$ cat src/rtl/fifo_pkg.sv
// fifo_pkg: shared types and constants for the FIFO pop-side word packer.
package fifo_pkg;
  typedef enum logic {COLLECT = 1'b0, SEND = 1'b1} state_t;
  localparam int unsigned DEF_DATA_WIDTH = 32;
  localparam int unsigned DEF_PACK_WORDS = 4;
  localparam int unsigned MARKER_BIT = DEF_DATA_WIDTH;
  function automatic int unsigned lane_cnt_w(input int unsigned pack_words);
    return $clog2(pack_words);
  endfunction
endpackage

$ cat src/rtl/fifo_word_packer_if.sv
// fifo_word_packer_if: FIFO pop port plus packed-beat output bus of the packer.
interface fifo_word_packer_if #(
  parameter int unsigned DATA_WIDTH = 32,
  parameter int unsigned PACK_WORDS = 4
);
  logic [DATA_WIDTH:0]              in_data_i;
  logic                             in_valid_i;
  logic                             in_grant_o;
  logic [PACK_WORDS*DATA_WIDTH-1:0] out_data_o;
  logic [PACK_WORDS-1:0]            out_keep_o;
  logic                             out_last_o;
  logic                             out_valid_o;
  logic                             out_grant_i;
  modport master (
    input  in_data_i, in_valid_i, out_grant_i,
    output in_grant_o, out_data_o, out_keep_o, out_last_o, out_valid_o
  );
  modport slave (
    output in_data_i, in_valid_i, out_grant_i,
    input  in_grant_o, out_data_o, out_keep_o, out_last_o, out_valid_o
  );
endinterface

$ cat src/rtl/fifo_word_packer.sv
// fifo_word_packer: packs up to PACK_WORDS FIFO payloads into one wide beat,
// closing early on the last-word marker.
module fifo_word_packer
  import fifo_pkg::*;
#(
  parameter int unsigned DATA_WIDTH = DEF_DATA_WIDTH,
  parameter int unsigned PACK_WORDS = DEF_PACK_WORDS
) (
  input logic clk,
  input logic rst_n,
  fifo_word_packer_if.master bus
);
  localparam int unsigned LANE_CNT_W = lane_cnt_w(PACK_WORDS);
  localparam int unsigned MARK = DATA_WIDTH;
  state_t                  state_q, state_d;
  logic [LANE_CNT_W-1:0]   cnt_q, cnt_d, base_cnt;
  logic [PACK_WORDS-1:0]   keep_q, keep_d;
  logic                    last_q, last_d;
  logic                    take, rel, mark, close;
  logic [DATA_WIDTH-1:0]   payload;
  // A release frees the lanes in the same cycle, so a new word starts at lane 0.
  assign rel      = (state_q == SEND) && bus.out_grant_i;
  assign take     = bus.in_valid_i && bus.in_grant_o;
  assign mark     = bus.in_data_i[MARK];
  assign payload  = bus.in_data_i[DATA_WIDTH-1:0];
  assign base_cnt = rel ? '0 : cnt_q;
  assign close    = (base_cnt == LANE_CNT_W'(PACK_WORDS - 1)) || mark;
  assign bus.in_grant_o  = (state_q == COLLECT) || bus.out_grant_i;
  assign bus.out_valid_o = (state_q == SEND);
  assign bus.out_keep_o  = keep_q;
  assign bus.out_last_o  = last_q;
  always_comb begin
    state_d = take ? (close ? SEND : COLLECT) : (rel ? COLLECT : state_q);
    cnt_d   = take ? (close ? '0 : base_cnt + LANE_CNT_W'(1)) : (rel ? '0 : cnt_q);
    last_d  = take ? mark : (!rel && last_q);
    for (int k = 0; k < PACK_WORDS; k++)
      keep_d[k] = (take && base_cnt == LANE_CNT_W'(k)) || (!rel && keep_q[k]);
  end
  always_ff @(posedge clk or negedge rst_n) begin
    if (!rst_n) begin
      state_q <= COLLECT;
      cnt_q   <= '0;
      keep_q  <= '0;
      last_q  <= 1'b0;
    end else begin
      state_q <= state_d;
      cnt_q   <= cnt_d;
      keep_q  <= keep_d;
      last_q  <= last_d;
    end
  end
  for (genvar g = 0; g < PACK_WORDS; g++) begin : g_lane
    logic [DATA_WIDTH-1:0] lane_q, lane_d;
    always_comb lane_d = (take && base_cnt == LANE_CNT_W'(g)) ? payload : (rel ? '0 : lane_q);
    always_ff @(posedge clk or negedge rst_n) begin
      if (!rst_n) lane_q <= '0;
      else        lane_q <= lane_d;
    end
    assign bus.out_data_o[g*DATA_WIDTH +: DATA_WIDTH] = lane_q;
  end
endmodule

$ cat src/flat_wrapper.sv
// flat-port wrapper written by rule: the top's interface ports become plain ports
module fifo_word_packer_flat import fifo_pkg::*;
#(
  parameter int unsigned DATA_WIDTH = DEF_DATA_WIDTH,
  parameter int unsigned PACK_WORDS = DEF_PACK_WORDS
)
  (clk, rst_n, bus_in_data_i, bus_in_valid_i, bus_out_grant_i, bus_in_grant_o, bus_out_data_o, bus_out_keep_o, bus_out_last_o, bus_out_valid_o);
  fifo_word_packer_if #(.DATA_WIDTH(DATA_WIDTH), .PACK_WORDS(PACK_WORDS)) bus_i ();
  input logic clk;
  input logic rst_n;
  input wire logic [$bits(bus_i.in_data_i)-1:0] bus_in_data_i;
  input wire logic [$bits(bus_i.in_valid_i)-1:0] bus_in_valid_i;
  input wire logic [$bits(bus_i.out_grant_i)-1:0] bus_out_grant_i;
  output wire logic [$bits(bus_i.in_grant_o)-1:0] bus_in_grant_o;
  output wire logic [$bits(bus_i.out_data_o)-1:0] bus_out_data_o;
  output wire logic [$bits(bus_i.out_keep_o)-1:0] bus_out_keep_o;
  output wire logic [$bits(bus_i.out_last_o)-1:0] bus_out_last_o;
  output wire logic [$bits(bus_i.out_valid_o)-1:0] bus_out_valid_o;
  assign bus_i.in_data_i = bus_in_data_i;
  assign bus_i.in_valid_i = bus_in_valid_i;
  assign bus_i.out_grant_i = bus_out_grant_i;
  assign bus_in_grant_o = bus_i.in_grant_o;
  assign bus_out_data_o = bus_i.out_data_o;
  assign bus_out_keep_o = bus_i.out_keep_o;
  assign bus_out_last_o = bus_i.out_last_o;
  assign bus_out_valid_o = bus_i.out_valid_o;
  fifo_word_packer #(.DATA_WIDTH(DATA_WIDTH), .PACK_WORDS(PACK_WORDS)) u_core (.clk(clk), .rst_n(rst_n), .bus(bus_i));
endmodule
$ cat config.mk
export PLATFORM = sky130hd
export DESIGN_NAME = fifo_word_packer_flat
export DESIGN_NICKNAME = d
export VERILOG_FILES = /design/src/rtl/fifo_pkg.sv /design/src/rtl/fifo_word_packer_if.sv /design/src/rtl/fifo_word_packer.sv /design/src/flat_wrapper.sv
export SDC_FILE = /design/constraint.sdc
export NUM_CORES = 1
export LEC_CHECK = 0
export BUFFER_PORTS_ARGS = -buffer_cell sky130_fd_sc_hd__buf_4
export CAP_MARGIN = 20
export CORE_MARGIN = 3
export CORE_UTILIZATION = 57
export CTS_BUF_LIST = sky130_fd_sc_hd__clkbuf_8
export DETAILED_ROUTE_END_ITERATION = 12
export PLACE_DENSITY_LB_ADDON = 0.25
export REMOVE_ABC_BUFFERS = 1
export SLEW_MARGIN = 15
export SYNTH_ARGS = -nofsm -noshare
export SYNTH_HDL_FRONTEND = slang
export SYNTH_SLANG_ARGS = --single-unit
export TNS_END_PERCENT = 100
$ cat constraint.sdc
create_clock -name clk -period 3.3 [get_ports clk]
set_input_delay 0.66 -clock clk [delete_from_list [all_inputs] [get_ports clk]]
set_output_delay 0.66 -clock clk [all_outputs]
set_load 0.01 [all_outputs]
==> impl_metrics.yaml, run 1 <==
clock_tree:
  clkTransAtPathRegs_ps: 80
  cts_tree: "built"
  post_cts_buffers: 0
  clk_latency_ps: 420
  cts_made_buffers: 17
  clockBufferDepth: 2
  clock_sinks: 136
  root_buffer: "clkbuf_8"
  htree_levels: 4
  cts_resized: 0
  postCtsHoldBufs: 0
timing:
  finalCriticalPeriod_ps: 2295
  slew_violations: 0
  tightest_slew_ps: 1042
  slew_headroom: 0.3037
  post-route-period-util: 0.6953
  rsz0062_at_grt: "no"
  finalHoldViolCount: 0
  fmax_mhz: 435.8
  setup_viol: 0
  fin_worst_skew_ps: 11.49
  hold_slack_ps: 310.7
power_and_ir_drop:
  p_leak_nw: 3.546
  vdd_ir_drop_max_uv: 362.8
  p_per_area_nw_per_um2: 691.4
  power.share.switching: 0.3379
  p_total_mw: 5.068
  comb_power_share: 0.294
  power_frac_seq: 0.450
  power_frac_clock: 0.257
  p_switching_mw: 1.712
  p_int_mw: 3.356
setup_path:
  rr_startpoint: "u_core.bus.out_valid_o"
  crit_path_max_fanout: 14
  reg2regPathDepth: 6
  cp.required_ps: 3590
  slowest_stage: "ha_1"
  rrSetupSlack_ps: 1010
  max_stage_delay_ps: 510
  worstPathArrival_ps: 2580
  cp-start-kind: "register"
  r2r-end: "u_core.g_lane[3].lane_q[1]"
  path_delay_family: "simple AND/OR/NAND/NOR gates"
  crit_path_end_kind: "register"
  path_buf_inv: 1
  path_cells: "nand2_4 -> and2_1 -> ha_1 -> and3_1 -> buf_4 -> o21ai_0"
  critPathKind: "reg2reg"
synthesis:
  synth_area_leaders: "dfrtp_1, nand4_1, nand2_1"
  yosysTopAreaCell: "dfrtp_1"
  synthFlopType: "dfrtp_1"
  syn_area_um2: 5733
  synthArstFlopShare: 1.000
  synthCells: 551
  yosysUniqueCellTypes: 32
  yosysSeqAreaShare: 0.5936
  yosysWarnings: 0
  synth_top_area_share: 0.5936
  synth-edff-count: 0
  synth-seq-cells: 136
  syn_avg_cell_area_um2: 10.40
drt:
  initialDrtViolationCount: 415
  post_drt_wl_per_cell_um: 20.20
  drtPass1Iterations: 7
  vias_per_cell: 6.290
  num_vias: 5246
  wirelength_um: 16840
  drtAntennaViolNets: 0
  drc: 0
die:
  initial_utilization: 0.6033
  die_x_um: 106.3
  rows: 35
  core_um2: 9503
  die_y_um: 106.3
  ios: 172
  die_area_um2: 11300
final_layout:
  diodes: 0
  final_cell_area_um2: 7331
  syn2layout_area_growth_pct: 27.87
  final_nets: 732
  drive_gt1_frac: 0.3149
worst_hold_path:
  min_path_type: "in2async"
run:
  cap_violations: 0
run_status:
  status: "finished clean"
placed_design:
  portBuffers: 171
  post_dp_cell_area_um2: 6947
  place_congestion: 0.8260
  dp.final_hpwl_um: 10470
grt:
  grt_overflow: 0
  grt_pass1_wl_um: 27010
  grt_util_all_layers: 0.3030
  grt_pass1_vias: 5067
  grt_max_degree: 90
  antenna_found_initial: 0
cell families (layout without fill, tap and decap cells):
kind of cell	count (synthesis)	count (layout)	share of synthesized area
buf+inv	64	218	0.06154
compound gates	142	142	0.1521
fa+ha+maj	3	3	0.006548
mux	1	1	0.001746
flops	136	136	0.5936
simple gates	205	205	0.1844
metal layers:
metal / GRT usage / wire length [um]
met5: 0 / 0
met4: 0.07956 / 113
met3: 0.08075 / 1837
met2: 0.4814 / 8304
met1: 0.4171 / 6588
area by class of cell:
type | instances | area, um2
clock buffer | 19 | 261.5
clock inverter | 13 | 122.6
fill | 661 | 2172
inverter | 4 | 15.01
multi-input combinational | 351 | 1984
sequential | 136 | 3403
tap | 129 | 161.4
timing repair buffer | 182 | 1383
stage by stage:
step | TNS, ps | instances | utilization | worst slack [ps]
after detailed placement | 0 | 802 | 0.7310 | 791.3
after floorplan | -82030 | 491 | - | -1027
after global placement | 0 | 802 | 0.7310 | 910.5
after global routing | 0 | 834 | 0.7714 | 866.8
after CTS | 0 | 834 | 0.7714 | 1044
final | 0 | 834 | 0.7714 | 1005
synthesized netlist by cell type, types with 2 or more instances:
master    number
and3_4         2
buf_6         13
a22o_1        32
o21ai_0       38
dfrtp_1      136
inv_1          3
ha_1           3
a21o_1         4
buf_4          2
o21ai_1       61
nand2_1       99
buf_2          6
nand4_1       96
buf_1          5
clkbuf_1      34
worst max-delay path by stage:
stage	slack (ps)	start	to	cells past startpoint
after floorplan	-1030	bus_out_grant_i	u_core.g_lane[3].lane_q[0]	6
after global placement	910	bus_in_valid_i	u_core.g_lane[0].lane_q[17]	4
after detailed placement	790	bus_out_grant_i	u_core.g_lane[3].lane_q[1]	7
after CTS	1040	u_core.bus.out_valid_o	u_core.g_lane[3].lane_q[1]	6
after global routing	870	u_core.bus.out_valid_o	u_core.g_lane[3].lane_q[1]	6
final	1010	u_core.bus.out_valid_o	u_core.g_lane[3].lane_q[1]	6
flip-flops by register name, indices dropped and copies added, names as in the netlist:
name and count:
u_core.bus.out_keep_o 4, u_core.g_lane.lane_q 128, u_core.cnt_q 2, u_core.bus.out_last_o 1
u_core.bus.out_valid_o 1
power groups by stage:
stage | clock [mW] | sequential [mW] | combinational, mW
floorplan | 0 | 2.41 | 0.464
global placement | 0 | 2.28 | 1.45
detailed placement | 0 | 2.29 | 1.49
CTS | 1.31 | 2.27 | 1.50
global route | 1.40 | 2.32 | 1.61
finish | 1.30 | 2.28 | 1.49
layout by cell type (no fill, tap or decap), types with 2 or more instances in the layout:
master      count
clkinv_4        4
nand4_1        96
dfrtp_1       136
clkinv_2        2
clkinvlp_4      4
inv_6           2
clkbuf_8       19
and3_4          2
inv_1           3
buf_4         180
a22o_1         32
ha_1            3
nand2_1        98
a21o_1          4
o21ai_0        38
o21ai_1        61
(Power assumes the default switching activity.)
==> inputs of run 2 (changes only) <==
--- a/config.mk
+++ b/config.mk
@@ -8,7 +8,7 @@
 export BUFFER_PORTS_ARGS = -buffer_cell sky130_fd_sc_hd__buf_4
 export CAP_MARGIN = 20
 export CORE_MARGIN = 3
-export CORE_UTILIZATION = 57
+export CORE_UTILIZATION = 48
 export CTS_BUF_LIST = sky130_fd_sc_hd__clkbuf_8
 export DETAILED_ROUTE_END_ITERATION = 12
 export PLACE_DENSITY_LB_ADDON = 0.25
==> constraint.sdc (replaced) <==
create_clock -name clk -period 2 [get_ports clk]
set_input_delay 0.4 -clock clk [delete_from_list [all_inputs] [get_ports clk]]
set_output_delay 0.4 -clock clk [all_outputs]
set_load 0.01 [all_outputs]
==> run 2 against run 1 <==
Setup slack lost 890 ps. Final area grew 3.1%. Critical endpoint is now bus_in_grant_o. Sequential power grew 64%. Critical path depth shrank 3. Largest power group unchanged. Clock power grew 94%. Via count shrank 3.5%. Power grew 73%. Largest cell class unchanged. Hold slack lost 92 ps.
==> impl_metrics.yaml, run 2 (synthesis results as in run 1) <==
die:
  ios: 172
  core_um2: 11560
  die_x_um: 115.3
  initial_utilization: 0.4957
  die_y_um: 115.3
  die_area_um2: 13290
  rows: 39
timing:
  finalHoldViolCount: 0
  hold_slack_ps: 218.6
  fin_worst_skew_ps: 10.14
  setup_viol: 0
  tightest_slew_ps: 722.2
  rsz0062_at_grt: "no"
  finalCriticalPeriod_ps: 1889
  post-route-period-util: 0.9444
  slew_headroom: 0.5186
  fmax_mhz: 529.4
  slew_violations: 0
final_layout:
  postLayoutCoreUtil: 0.6535
  diodes: 0
  syn2layout_area_growth_pct: 31.82
  final_cell_area_um2: 7557
  final_common_cell: "buf_4"
  fin_cells: 859
  fill_cells: 925
  drive_gt1_frac: 0.3254
  regMostFlops: "u_core.g_lane.lane_q"
  largest_reg_flops: 128
  final_nets: 743
  most-common-layout-cells: "buf_4, dfrtp_1, nand2_1, nand4_1, o21ai_1"
placed_design:
  dp.final_hpwl_um: 10640
  place_congestion: 0.7780
  post_dp_cell_area_um2: 7081
  placed_cells_incl_taps: 826
  portBuffers: 171
setup_path:
  crit_path_max_fanout: 19
  cp.required_ps: 1600
  cp-start-kind: "register"
  crit_path_end_kind: "output port"
  critPathKind: "reg2out"
  worstPathArrival_ps: 1490
grt:
  grt_pass1_wl_um: 26360
  grt_util_all_layers: 0.2540
  grt_pass1_vias: 4960
  grt_overflow: 0
  antenna_found_initial: 0
  grt_max_degree: 73
worst_hold_path:
  min_path_type: "in2reg"
clock_tree:
  cts_made_buffers: 17
  root_buffer: "clkbuf_8"
  clk_latency_ps: 430
  htree_levels: 4
  clockBufferDepth: 2
  clkTransAtPathRegs_ps: 70
  cts_tree: "built"
  clock_sinks: 136
drt:
  drtAntennaViolNets: 0
  drc: 0
  wirelength_um: 16600
  vias_per_cell: 5.892
  initialDrtViolationCount: 405
  num_vias: 5061
  post_drt_wl_per_cell_um: 19.32
  drtPass1Iterations: 5
power_and_ir_drop:
  p_per_area_nw_per_um2: 1161
  vdd_ir_drop_max_uv: 691.1
  p_leak_nw: 3.670
run_status:
  status: "finished clean"
run:
  cap_violations: 0
[run 2: cell count changes in the layout (fill, tap and decap cells not counted), moves of 3 or more]
cell        delta
buf_12         +3
buf_4          +7
clkinvlp_4     -4
bufinv_16      +3
clkinv_4       -3
clkbuf_8       +3
[run 2: final timing paths]
kind | slack, ps | cells after the start | start | end
worst max-delay path | 110 | 3 | u_core.bus.out_valid_o | bus_in_grant_o
worst min-delay path | 220 | 2 | bus_in_data_i[29] | u_core.g_lane[0].lane_q[29]
worst max register to register | 220 | 6 | u_core.bus.out_valid_o | u_core.g_lane[3].lane_q[11]
worst min register to register | 480 | 1 | u_core.bus.out_keep_o[0] | u_core.bus.out_keep_o[0]
max in group asynchronous | 930 | 3 | rst_n | u_core.g_lane[2].lane_q[6]
min in group asynchronous | 460 | 2 | rst_n | u_core.g_lane[2].lane_q[9]
[run 2: cell type report]
cell class / count / area (um2) / area share
Clock buffer: 22 / 302.8 / 0.04007
Clock inverter: 10 / 147.6 / 0.01954
Inverter: 4 / 20.02 / 0.002649
Multi-Input combinational cell: 351 / 1998 / 0.2644
Sequential cell: 136 / 3405 / 0.4505
Tap cell: 143 / 178.9 / 0.02368
Timing Repair Buffer: 193 / 1505 / 0.1992
[run 2: what timing repair did]
action | CTS | global route
setup buffers | 0 | 0
gates resized for setup | 2 | 2
hold endpoints to repair | 43 | 0
setup endpoints to repair | 1 | 2
hold buffers | 1 | 0
[run 2: metrics by stage]
step / worst slack, ps / TNS (ps) / power, mW
3_5_place_dp: 119.5 / 0 / 6.304
4_1_cts: 25.35 / 0 / 8.835
5_1_grt: 4.931 / 0 / 9.257
6_report: 111.1 / 0 / 8.777
3_3_place_gp: 216.7 / 0 / 6.237
2_1_floorplan: -2147 / -232470 / 4.744
[run 2: routing by layer]
metal | global-route usage | wire length (um)
met5 | 0 | 0
met4 | 0.09077 | 263
met2 | 0.3816 | 7862
met1 | 0.3586 | 7041
met3 | 0.06684 | 1429
[run 2: power breakdown]
group          internal (mW)  total [mW]  switching, mW
sequential              3.34        3.74          0.394
combinational           1.19        2.52           1.33
clock                   1.51        2.52           1.01
[run 2: critical path, cell delays in order (launching register included)]
cell      delay [ps]
dfrtp_2          460
nor2b_4          230
clkinv_4         170
buf_4            190
